`src/rtl/pio_tlp_completer.sv`:
```
// Programmed-I/O completer for a 64-bit AXI-Stream PCIe endpoint.
// Accepts MemRd32/MemWr32 of length 1 DW against a small register bank,
// returns a two-beat CplD for reads, and counts every dropped request.
module pio_tlp_completer #(
    parameter logic [15:0] COMPLETER_ID = 16'h0100,
    parameter int          NUM_REGS     = 16
) (
    input  logic        user_clk,
    input  logic        user_reset,
    input  logic [63:0] m_axis_rx_tdata,
    input  logic [7:0]  m_axis_rx_tkeep,
    input  logic        m_axis_rx_tvalid,
    input  logic        m_axis_rx_tlast,
    output logic        m_axis_rx_tready,
    output logic [63:0] s_axis_tx_tdata,
    output logic [7:0]  s_axis_tx_tkeep,
    output logic        s_axis_tx_tvalid,
    output logic        s_axis_tx_tlast,
    input  logic        s_axis_tx_tready,
    output logic [15:0] unsupported_cnt,
    output logic        busy
);

    localparam int         IDX_W    = $clog2(NUM_REGS);
    localparam logic [6:0] FT_MRD32 = 7'b00_00000;
    localparam logic [6:0] FT_MWR32 = 7'b10_00000;
    localparam logic [6:0] FT_CPLD  = 7'b10_01010;

    typedef enum logic [2:0] {
        ST_IDLE  = 3'd0,
        ST_HDR2  = 3'd1,
        ST_DRAIN = 3'd2,
        ST_CPL0  = 3'd3,
        ST_CPL1  = 3'd4
    } state_t;

    state_t state_reg;
    state_t state_next;

    // Request header fields captured from the first beat
    logic [6:0]  fmt_type_reg;
    logic [9:0]  length_reg;
    logic [2:0]  tc_reg;
    logic [1:0]  attr_reg;
    logic [15:0] req_id_reg;
    logic [7:0]  tag_reg;
    logic [3:0]  first_be_reg;

    // Completion payload captured when the read is accepted
    logic [31:0] cpl_data_reg;
    logic [6:0]  lower_addr_reg;

    // Registered stream outputs
    logic        rx_tready_reg;
    logic        tx_tvalid_reg;
    logic        tx_tlast_reg;
    logic [63:0] tx_tdata_reg;
    logic [63:0] tx_tdata_next;
    logic [15:0] unsup_cnt_reg;

    logic [31:0] reg_bank [NUM_REGS];

    logic             rx_accept;
    logic             tx_accept;
    logic             hdr_is_mrd;
    logic             hdr_is_mwr;
    logic             count_unsup;
    logic             wr_en;
    logic             rd_capture;
    logic [IDX_W-1:0] reg_idx;
    logic [31:0]      beat_dw2;
    logic [31:0]      beat_dw3;
    logic [31:0]      cpl_dw0;
    logic [31:0]      cpl_dw1;
    logic [31:0]      cpl_dw2;
    logic             unused_inputs;

    // Byte enables and the header bits we do not decode are intentionally ignored
    assign unused_inputs = ^{m_axis_rx_tkeep, m_axis_rx_tdata};

    assign rx_accept  = m_axis_rx_tvalid && rx_tready_reg;
    assign tx_accept  = tx_tvalid_reg && s_axis_tx_tready;
    assign hdr_is_mrd = (fmt_type_reg == FT_MRD32) && (length_reg == 10'd1);
    assign hdr_is_mwr = (fmt_type_reg == FT_MWR32) && (length_reg == 10'd1);

    // Second beat carries {DW3, DW2}; upper address bits alias onto the bank
    assign beat_dw2 = m_axis_rx_tdata[31:0];
    assign beat_dw3 = m_axis_rx_tdata[63:32];
    assign reg_idx  = beat_dw2[IDX_W+1:2];

    // Completion header words
    assign cpl_dw0 = {1'b0, FT_CPLD, 1'b0, tc_reg, 4'b0000, 1'b0, 1'b0,
                      attr_reg, 2'b00, 10'd1};
    assign cpl_dw1 = {COMPLETER_ID, 3'b000, 1'b0, 12'd4};
    assign cpl_dw2 = {req_id_reg, tag_reg, 1'b0, lower_addr_reg};

    // State register
    always_ff @(posedge user_clk) begin
        if (user_reset) begin
            state_reg <= ST_IDLE;
        end else begin
            state_reg <= state_next;
        end
    end

    // Next-state decode and per-beat action strobes
    always_comb begin
        state_next  = state_reg;
        count_unsup = 1'b0;
        wr_en       = 1'b0;
        rd_capture  = 1'b0;
        case (state_reg)
            ST_IDLE: begin
                if (rx_accept) begin
                    if (m_axis_rx_tlast) begin
                        // A one-beat TLP can never be a valid 3DW request
                        count_unsup = 1'b1;
                    end else begin
                        state_next = ST_HDR2;
                    end
                end
            end
            ST_HDR2: begin
                if (rx_accept) begin
                    if (hdr_is_mrd && m_axis_rx_tlast) begin
                        rd_capture = 1'b1;
                        state_next = ST_CPL0;
                    end else begin
                        // Writes still land even if trailing beats follow;
                        // a read with trailing beats is malformed and dropped
                        if (hdr_is_mwr) begin
                            wr_en = 1'b1;
                        end else begin
                            count_unsup = 1'b1;
                        end
                        state_next = m_axis_rx_tlast ? ST_IDLE : ST_DRAIN;
                    end
                end
            end
            ST_DRAIN: begin
                if (rx_accept && m_axis_rx_tlast) begin
                    state_next = ST_IDLE;
                end
            end
            ST_CPL0: begin
                if (tx_accept) begin
                    state_next = ST_CPL1;
                end
            end
            ST_CPL1: begin
                if (tx_accept) begin
                    state_next = ST_IDLE;
                end
            end
            default: begin
                state_next = ST_IDLE;
            end
        endcase
    end

    // Completion beat contents for the state being entered
    always_comb begin
        tx_tdata_next = '0;
        case (state_next)
            ST_CPL0: tx_tdata_next = {cpl_dw1, cpl_dw0};
            ST_CPL1: tx_tdata_next = {cpl_data_reg, cpl_dw2};
            default: tx_tdata_next = '0;
        endcase
    end

    // Stream handshake outputs are registered off the next state so tx_tvalid
    // never depends combinationally on tx_tready and beats hold while stalled
    always_ff @(posedge user_clk) begin
        if (user_reset) begin
            rx_tready_reg <= 1'b0;
            tx_tvalid_reg <= 1'b0;
            tx_tlast_reg  <= 1'b0;
            tx_tdata_reg  <= '0;
        end else begin
            rx_tready_reg <= (state_next == ST_IDLE) || (state_next == ST_HDR2) ||
                             (state_next == ST_DRAIN);
            tx_tvalid_reg <= (state_next == ST_CPL0) || (state_next == ST_CPL1);
            tx_tlast_reg  <= (state_next == ST_CPL1);
            tx_tdata_reg  <= tx_tdata_next;
        end
    end

    // Latch the first-beat header fields
    always_ff @(posedge user_clk) begin
        if (user_reset) begin
            fmt_type_reg <= '0;
            length_reg   <= '0;
            tc_reg       <= '0;
            attr_reg     <= '0;
            req_id_reg   <= '0;
            tag_reg      <= '0;
            first_be_reg <= '0;
        end else if ((state_reg == ST_IDLE) && rx_accept) begin
            fmt_type_reg <= m_axis_rx_tdata[30:24];
            length_reg   <= m_axis_rx_tdata[9:0];
            tc_reg       <= m_axis_rx_tdata[22:20];
            attr_reg     <= m_axis_rx_tdata[13:12];
            req_id_reg   <= m_axis_rx_tdata[63:48];
            tag_reg      <= m_axis_rx_tdata[47:40];
            first_be_reg <= m_axis_rx_tdata[35:32];
        end
    end

    // Registered read of the addressed word for the completion
    always_ff @(posedge user_clk) begin
        if (user_reset) begin
            cpl_data_reg   <= '0;
            lower_addr_reg <= '0;
        end else if (rd_capture) begin
            cpl_data_reg   <= reg_bank[reg_idx];
            lower_addr_reg <= beat_dw2[6:0];
        end
    end

    // Saturating count of dropped requests
    always_ff @(posedge user_clk) begin
        if (user_reset) begin
            unsup_cnt_reg <= '0;
        end else if (count_unsup && (unsup_cnt_reg != 16'hFFFF)) begin
            unsup_cnt_reg <= unsup_cnt_reg + 16'd1;
        end
    end

    // Register bank: one resettable word per entry with byte-enabled writes
    genvar gi;
    generate
        for (gi = 0; gi < NUM_REGS; gi++) begin : g_reg
            localparam logic [IDX_W-1:0] REG_IDX = IDX_W'(gi);
            logic [31:0] word_reg;

            // Byte-enabled write of this bank word
            always_ff @(posedge user_clk) begin
                if (user_reset) begin
                    word_reg <= '0;
                end else if (wr_en && (reg_idx == REG_IDX)) begin
                    for (int b = 0; b < 4; b++) begin
                        if (first_be_reg[b]) begin
                            word_reg[8*b +: 8] <= beat_dw3[8*b +: 8];
                        end
                    end
                end
            end

            assign reg_bank[gi] = word_reg;
        end
    endgenerate

    assign m_axis_rx_tready = rx_tready_reg;
    assign s_axis_tx_tdata  = tx_tdata_reg;
    assign s_axis_tx_tkeep  = tx_tvalid_reg ? 8'hFF : 8'h00;
    assign s_axis_tx_tvalid = tx_tvalid_reg;
    assign s_axis_tx_tlast  = tx_tlast_reg;
    assign unsupported_cnt  = unsup_cnt_reg;
    assign busy             = (state_reg != ST_IDLE);

endmodule

```
`config.mk`:
```
export PLATFORM = sky130hd
export DESIGN_NAME = pio_tlp_completer
export DESIGN_NICKNAME = d
export VERILOG_FILES = /design/src/rtl/pio_tlp_completer.sv
export SDC_FILE = /design/constraint.sdc
export NUM_CORES = 1
export LEC_CHECK = 0
export ABC_AREA = 0
export BUFFER_PORTS_ARGS = -buffer_cell sky130_fd_sc_hd__buf_2
export CAP_MARGIN = 10
export CORE_MARGIN = 3
export CORE_UTILIZATION = 40
export CTS_BUF_LIST = sky130_fd_sc_hd__clkbuf_4
export DETAILED_ROUTE_END_ITERATION = 8
export PLACE_DENSITY_LB_ADDON = 0.2
export RECOVER_POWER = 50
export SETUP_SLACK_MARGIN = 0.3
export SLEW_MARGIN = 20
export SYNTH_ARGS = -nofsm -noshare
export SYNTH_HDL_FRONTEND = slang
export SYNTH_SLANG_ARGS = --single-unit
```
`constraint.sdc`:
```
create_clock -name user_clk -period 4.4 [get_ports user_clk]
set_clock_uncertainty 0.1 [all_clocks]
set_input_delay 0.44 -clock user_clk [delete_from_list [all_inputs] [get_ports user_clk]]
set_output_delay 0.44 -clock user_clk [all_outputs]
set_load 0.01 [all_outputs]
```
After elaboration in Yosys (flattened, before gate mapping):

Index checks and enable logic that the tools add are counted.

* magnitude comparators: 1
* muxes and demuxes: 27
* $add $sub $neg: 1
* reductions and logical operators: 96
* equality and inequality tests: 26
* bitwise logic cells: 1

Operator list (number)
* 32-bit binary-select mux with 4-bit select: 1
* 64-bit one-hot mux with 2 select lines: 1
* 2-bit AND reduction: 64
* 32-bit 2-to-1 mux: 2
* 4-bit == test, second input constant: 8
* 1-bit logical AND: 24
* 3-bit 2-to-1 mux: 6
* 16-bit by 1-bit adder with 16-bit output, second input constant: 1
* 4-bit by 3-bit == test with 1-bit output, second input constant: 4
* 16-bit != test, second input constant: 1
* 3-bit one-hot mux with 5 select lines: 1
* 3-bit by 2-bit == test with 1-bit output, second input constant: 4
* 1-bit 2-to-1 mux: 12
* 10-bit by 1-bit == test with 1-bit output, second input constant: 1
* 4-bit by 2-bit == test with 1-bit output, second input constant: 2
* 8-bit 2-to-1 mux: 1
* 7-bit == test, second input constant: 1
* 7-bit zero test: 1
* 3-bit by 1-bit == test with 1-bit output, second input constant: 2
* 3-bit == test, second input constant: 2
* 3-bit zero test: 2
* 5-bit greater-or-equal comparator, second input constant: 1
* 4-bit NOT with 5-bit output: 1
* 4-bit by 1-bit == test with 1-bit output, second input constant: 1
* other kinds (5): 8

* flip-flop bits (word level): 687
* output and inout bits: 92
* bits of input ports: 77
* logic and storage cells: 231

Logic depth before layout (Yosys ltp):

Gate-level depths: netlist of the first run.

* depth after elaboration: 9
* depth in mapped cells: 12
* mapped depth without buffers: 6

Least setup slack after synthesis of the first run:

No wires, ideal clock.

* path kind: input port to flip-flop
* start: input m_axis_rx_tdata[4]
* end: register g_reg[0].word_reg[0]
* buffers on the path: 3
* slack: 1.573 ns
* arrival: 2.600 ns
* library setup time: 0.128 ns
* required time: 4.172 ns
* cell stages on the path: 7
* cells stage by stage: buf_2 or3b_2 buf_2 buf_1 nor4_4 mux2i_1 nor2_1

* cells in the longest elaborated chain, start to end: 3

Ends and longest elaborated chain
* start, declared: RTL line 10 `input logic [63:0] m_axis_rx_tdata,`
* 4-bit zero test: RTL line 240 `end else if (wr_en && (reg_idx == REG_IDX)) begin`
* 1-bit logical AND: RTL line 240
* 2-bit AND reduction (no line)
* end signal, assigned by index: RTL line 243 `word_reg[8*b +: 8] <= beat_dw3[8*b +: 8];`
* end, declared: RTL line 234 `logic [31:0] word_reg;`

Every way passes these cells.
A chain may end at the register's enable or synchronous reset.

Final worst setup path of the first run:

* start: register state_reg[0]
* end: register g_reg[10].word_reg[26]

* cells in the longest elaborated chain, start to end: 4

Ends and longest elaborated chain
* start, declared: RTL line 37 `state_t state_reg;`
* start signal, assigned: RTL line 102 `state_reg <= state_next;`
* 3-bit by 1-bit == test with 1-bit output: RTL line 112 `case (state_reg)`
* 1-bit 2-to-1 mux: RTL line 112
* 1-bit logical AND: RTL line 240
* 2-bit AND reduction (no line)
* end signal, assigned by index: RTL line 243
* end, declared: RTL line 234

Every way passes these cells.

==> results.json, run 1 <==
{
  "clock_path_buffers": 3,
  "critPathBufInv": 1,
  "min_period_over_period_pct": 84.9,
  "clock.fmax_mhz": 268,
  "synth_edf_count": 0,
  "fillCellCount": 6934,
  "status": "finished, violations left",
  "syn-num-nets": 3227,
  "antenna_found_initial": 3,
  "htree_levels": 4,
  "cp.required_ns": 5.18,
  "maxSlewViolCount": 67,
  "area_growth_pct": 12.9,
  "synth_top_area_share_pct": 47.4,
  "synth_top_cells_by_count": "nand2_1 (935), dfxtp_1 (686), a21oi_1 (454)",
  "async_flop_share_pct": 0,
  "yosysSeqAreaShare_pct": 47.4,
  "globalRouteMet2Util_pct": 36.3,
  "syn_area_per_cell_um2": 9.21,
  "vias_per_cell": 5.45,
  "drv_cap": 6,
  "setup_viol": 0,
  "start_kind": "register",
  "drtAntennaViolNets": 0,
  "via_count": 24000,
  "grt_pass1_wl_um": 134000,
  "worstMarginPinSlew_ns": 2.30,
  "grtUsageTotal_pct": 22.9,
  "hold_viol": 0,
  "root_buffer": "clkbuf_4",
  "synth_top_area_cell": "dfxtp_1",
  "yosysWarnings": 0,
  "largest_reg_flops": 512,
  "initial_utilization_pct": 40.5,
  "tritoncts": "built",
  "drt-initial-drc-count": 2233,
  "rsz0062_at_grt": "false",
  "dieArea_um2": 75800,
  "crit_start": "state_reg[0]",
  "io_buffers": 149,
  "std_cell_rows": 98,
  "dominantRegCellSynth": "dfxtp_1",
  "use_met3_pct": 5.10,
  "drive_gt1_share_pct": 16.3,
  "clk_latency_ns": 0.97,
  "grt_pass1_vias": 23300,
  "pin_count": 169,
  "ys_seq_elements": 686,
  "cp_top_family": "simple AND/OR/NAND/NOR gates",
  "fin_nets": 3414,
  "powerDensity_nw_per_um2": 369,
  "synth_most_common_cell": "nand2_1",
  "violations": "max-capacitance violations, max-slew violations",
  "holdCritStartpoint": "m_axis_rx_tdata[21]",
  "crit_type": "register to register",
  "slowest_stage": "nor4_1",
  "wl_per_cell_um": 20.0,
  "grt_start_max_net_pins": 225,
  "critical_path.cell_chain": "or3b_1, or3_4, buf_4, nor4_1, nand2_1, a21oi_1",
  "use_met1_pct": 31.0,
  "r2r_start": "state_reg[0]",
  "grt_overflow_total": 0,
  "drc_errors": 0,
  "stdcell_area_um2": 32700,
  "first_pass_iters": 5,
  "cts_buffers": 173,
  "critical-path-max-stage-delay_ns": 1.23,
  "place.gp.congestion": 0.810,
  "min_path_type": "input port to register",
  "cts_sinks": 686,
  "ys_types": 41,
  "synthTopCellsByArea": "dfxtp_1 (47%), nand2_1 (12%), mux4_2 (9.9%), a21oi_1 (7.8%), mux2i_1 (5.6%)",
  "max_slew_margin_pct": -53.6,
  "synthCells": 3149,
  "place_hpwl_um": 55400,
  "clkTransAtPathRegs_ns": 0.06,
  "die_h_um": 275,
  "arrival_ns": 4.51,
  "busiest_layer": "met2",
  "power_leakage_nw": 11.0,
  "synthesis.area_um2": 29000,
  "crit_fanout": 30,
  "die_x_um": 275,
  "timing.final.crit_period_ns": 3.74,
  "crit_path_end_kind": "register",
  "placed_area_um2": 30400,
  "vdd_ir_drop_max_v": 0.000222,
  "setup_tns_ns": 0,
  "coreArea_um2": 71600,
  "finalWirelength_um": 87800
}
==> tightest hold or removal path, cell delays in order <==
cell and delay (ns):
dlygate4sd3_1 0.53, buf_2 0.12, nand2_1 0.05, a21oi_1 0.05
==> layout make-up <==
cell class              count  area, um2  area share, %
flip-flops and latches    686      13700           42.0
multi-input cells        2203      14000           42.8
well taps                 950       1190           3.63
repair buffers            268       1740           5.33
clock buffers             246       1850           5.64
diodes                      4       10.0         0.0306
inverters                   4       15.0         0.0459
clock inverters            34        181          0.554
==> worst paths after layout <==
kind                       endpoint  slack [ns]  cells past startpoint
max reg2reg  g_reg[10].word_reg[26]        0.66                      6
min reg2reg     s_axis_tx_tdata[63]        0.32                      1
min                       tc_reg[1]        0.18                      4
max          g_reg[10].word_reg[26]        0.66                      6
==> per-stage QoR <==
step / instances / worst slack [ns] / power, W / hold WS, ns / util [%]
3_3_place_gp: 4044 / 0.988 / 0.00704 / 0.334 / 42.5
4_1_cts: 4391 / 0.910 / 0.0123 / 0.0446 / 46.3
6_report: 4395 / 0.663 / 0.0121 / 0.185 / 45.7
3_5_place_dp: 4044 / 0.966 / 0.00706 / 0.340 / 42.5
5_1_grt: 4394 / 0.465 / 0.0126 / 0.101 / 45.7
2_1_floorplan: 3149 / 1.57 / 0.00683 / 0.326 / -
==> layer usage <==
layer | vias to the layer above | routed length (um)
met2 | 903 | 40400
met1 | 11600 | 38900
met4 | 0 | 1780
li1 | 11300 | -
met5 | - | 0
met3 | 128 | 6620
==> cell families (layout without fill, tap and decap cells) <==
family / Yosys count / after routing / synth area share (%)
flip-flops: 686 / 686 / 47.4
multiplexers: 297 / 297 / 15.8
buffers and inverters: 260 / 552 / 3.67
AND/OR/NAND/NOR: 1362 / 1362 / 23.0
AO/OA/AOI/OAI: 542 / 542 / 10.1
other: 1 / 5 / 0.0129
adder cells (fa/ha/maj): 1 / 1 / 0.0431
==> layout by cell type, fill, tap and decap left out, types with 37 or more instances in the layout <==
master         netlist  routed
dlygate4sd3_1        0      67
buf_4               14      37
nand4_1             41      41
clkbuf_1           171     101
mux4_2             128     128
mux2i_1            161     161
nand2_1            935     935
nor4_4              64      41
nor2_1             184     183
dfxtp_1            686     686
buf_2               13      55
clkbuf_4             0     246
a21oi_1            454     454
a22oi_1             64      64
==> where the power goes <==
part / internal (W) / leakage [nW] / total, W / switching [W]
Sequential: 0.00623 / 5.53 / 0.00626 / 0.0000227
Clock: 0.00265 / 1.23 / 0.00514 / 0.00249
Combinational: 0.000174 / 4.26 / 0.000692 / 0.000518
==> what timing repair did <==
| action | in CTS | in global routing |
|---|---|---|
| endpoints found under the setup margin | 0 | 0 |
| hold endpoints to repair | 593 | 0 |
| setup buffers | 0 | 0 |
| gates resized for setup | 0 | 0 |
| hold buffers | 67 | 0 |
Power figures use the tool's default switching activity.
==> run 2, diff against run 1 <==
--- a/config.mk
+++ b/config.mk
@@ -5,7 +5,7 @@
 export SDC_FILE = /design/constraint.sdc
 export NUM_CORES = 1
 export LEC_CHECK = 0
-export ABC_AREA = 0
+export ABC_AREA = 1
 export BUFFER_PORTS_ARGS = -buffer_cell sky130_fd_sc_hd__buf_2
 export CAP_MARGIN = 10
 export CORE_MARGIN = 3
==> constraint.sdc (replaced) <==
create_clock -name user_clk -period 3.6 [get_ports user_clk]
set_clock_uncertainty 0.1 [all_clocks]
set_input_delay 0.36 -clock user_clk [delete_from_list [all_inputs] [get_ports user_clk]]
set_output_delay 0.36 -clock user_clk [all_outputs]
set_load 0.01 [all_outputs]
==> run 2 against run 1 <==
The run still ends with max-capacitance violations, max-slew violations left. Global-route usage shrank 0.71 points. Sequential power up 22%. Via count increased by 17%. Largest power group unchanged. Routed wire length is 5.0% higher. Critical path depth increased by 2. Final cell count is 37% higher. Non-clock buffer count grew 19. Highest routed layer unchanged. Final area increased by 7.2%. Utilization fell by 0.47 points. Largest cell class is now flip-flops and latches. Clock power grew 32%. Maximum frequency grew 21%.
==> results.json, run 2 <==
{
  "status": "finished, violations left",
  "violations": "max-capacitance violations, max-slew violations",
  "clkTransAtPathRegs_ns": 0.07,
  "yosysWarnings": 0,
  "arrival_ns": 3.89,
  "synth-simple-area-share_pct": 34.2,
  "synthesis.area_um2": 31400,
  "drc_errors": 0,
  "drtAntennaViolNets": 0,
  "synthMuxAreaShare_pct": 0,
  "powerDensity_nw_per_um2": 434,
  "min_path_type": "input port to register",
  "die_h_um": 286,
  "start_kind": "register",
  "syn_area_per_cell_um2": 6.63,
  "via_count": 28100,
  "multi_input_area_um2": 13600,
  "antenna_found_initial": 1,
  "final_cell_mix": "nand2_1 (1320), nor2_1 (1174), dfxtp_1 (686)",
  "synth_top_cells_by_count": "nand2_1 (1321), nor2_1 (1180), dfxtp_1 (686)",
  "synthTopCellsByArea": "dfxtp_1 (44%), nand2_1 (16%), nor2_1 (14%), inv_1 (7.1%), a22oi_1 (4.6%)",
  "synthCells": 4726,
  "cts_setup_buffers": 0,
  "area_growth_pct": 12.0,
  "clock_path_buffers": 3,
  "ys_seq_elements": 686,
  "rsz0062_at_grt": "false",
  "clock.fmax_mhz": 323,
  "synth_most_common_cell": "nand2_1",
  "place.gp.congestion": 0.822,
  "worstHoldPathCells": 4,
  "drv_cap": 1,
  "fillCellCount": 8142,
  "synth_top_family_by_area": "simple AND/OR/NAND/NOR gates",
  "place_hpwl_um": 54600,
  "timing.final.crit_period_ns": 3.09,
  "hold-path-endpoint": "length_reg[7]",
  "r2r_slack_ns": 0.51,
  "cts_resized": 0,
  "dominantRegCellSynth": "dfxtp_1",
  "grt_start_max_net_pins": 114,
  "yosysSeqAreaShare_pct": 43.8,
  "ys_types": 32,
  "async_flop_share_pct": 0,
  "wl_per_cell_um": 15.3,
  "initial_utilization_pct": 40.4,
  "grt_pass1_vias": 25700,
  "holdCritStartpoint": "m_axis_rx_tdata[7]",
  "tritoncts": "built",
  "min_period_over_period_pct": 85.9,
  "final_common_cell": "nand2_1",
  "fin_nets": 4946,
  "coreArea_um2": 77600,
  "largest_reg_flops": 512,
  "cts_buffers": 178,
  "maxSlewViolCount": 27,
  "grt_pass1_wl_um": 145000,
  "crit_type": "register to register",
  "drt-initial-drc-count": 1928,
  "setup_tns_ns": 0,
  "io_buffers": 149,
  "synth_top_area_share_pct": 43.8,
  "synth_compound_gate_area_share_pct": 9.21,
  "syn-num-nets": 4804,
  "die_x_um": 286,
  "synthAdderAreaFrac_pct": 0.0399,
  "r2r_start": "s_axis_tx_tvalid",
  "clk_latency_ns": 0.99,
  "first_pass_iters": 7,
  "regArea_um2": 13700,
  "pin_count": 169,
  "cts_sinks": 686,
  "synth_xor_area_share_pct": 0.251,
  "vdd_ir_drop_max_v": 0.000254,
  "power_leakage_nw": 17.6,
  "root_buffer": "clkbuf_4",
  "cp.required_ns": 4.39,
  "postCtsHoldBufs": 78,
  "vias_per_cell": 4.65,
  "r2r_cells": 8,
  "total_power_w": 0.0152,
  "drive_gt1_share_pct": 8.69,
  "setup_viol": 0,
  "dieArea_um2": 81800,
  "synth_edf_count": 0,
  "finalWirelength_um": 92100,
  "synth_top_area_cell": "dfxtp_1",
  "worstMarginPinSlew_ns": 1.52,
  "grt_overflow_total": 0,
  "crit_path_end_kind": "register",
  "grtUsageTotal_pct": 22.2,
  "std_cell_rows": 102,
  "htree_levels": 4,
  "r2r-end": "s_axis_tx_tdata[34]",
  "hold_viol": 0,
  "crit_fanout": 26,
  "max_slew_margin_pct": -1.48
}
[run 2: area by class of cell]
cell class	count	share of cell area, %
inverter	594	6.38
clock buffer	271	5.80
clock inverter	34	0.620
timing repair buffer	287	5.71
tap	1040	3.71
antenna	2	0.0143
sequential	686	39.1
multi-input combinational	3121	38.6
[run 2: worst max-delay path by stage]
stage | from | to | slack, ns
2_1_floorplan | unsupported_cnt[1] | unsupported_cnt[6] | 1.64
3_3_place_gp | fmt_type_reg[0] | g_reg[14].word_reg[18] | 0.79
3_5_place_dp | fmt_type_reg[0] | g_reg[14].word_reg[17] | 0.74
4_1_cts | fmt_type_reg[0] | g_reg[14].word_reg[20] | 0.70
5_1_grt | length_reg[6] | g_reg[14].word_reg[27] | 0.30
6_report | s_axis_tx_tvalid | s_axis_tx_tdata[34] | 0.51
[run 2: critical path, cell delays in order (launching register included)]
cell,delay (ns)
dfxtp_1,0.42
nand2_1,0.12
inv_1,0.07
o31ai_1,0.18
o21ai_0,0.18
inv_1,0.10
clkbuf_1,1.10
nand2_1,0.41
a21oi_1,0.32
[run 2: layer usage]
layer  global-route usage [%]  share of wire [%]  up-vias
li1                         -                  -    14700
met1                     30.8                 48    12500
met2                     34.4                 44      751
met3                     4.05                5.8      131
met4                     7.74                2.3        0
met5                        0                  0        -
[run 2: logic make-up after synthesis]
group,after synthesis
flip-flops,686
adder cells (fa/ha/maj),1
buffers and inverters,919
other,1
AND/OR/NAND/NOR,2649
AO/OA/AOI/OAI,461
XOR/XNOR,9
[run 2: report_power, final]
group	switching (W)	total, W	internal (W)
sequential	0.0000290	0.00766	0.00764
combinational	0.000595	0.000769	0.000174
clock	0.00319	0.00680	0.00361
total	0.00381	0.0152	0.0114
[run 2: per-stage QoR]
step | hold slack, ns | setup slack (ns) | cell area [um2] | utilization (%) | instances
5_1_grt | 0.0732 | 0.295 | 35100 | 45.2 | 6034
4_1_cts | 0.00227 | 0.700 | 35500 | 45.7 | 6033
2_1_floorplan | 0.316 | 1.64 | 31400 | - | 4726
3_5_place_dp | 0.322 | 0.740 | 32400 | 41.8 | 5650
3_3_place_gp | 0.321 | 0.795 | 32400 | 41.8 | 5650
6_report | 0.139 | 0.506 | 35100 | 45.2 | 6035
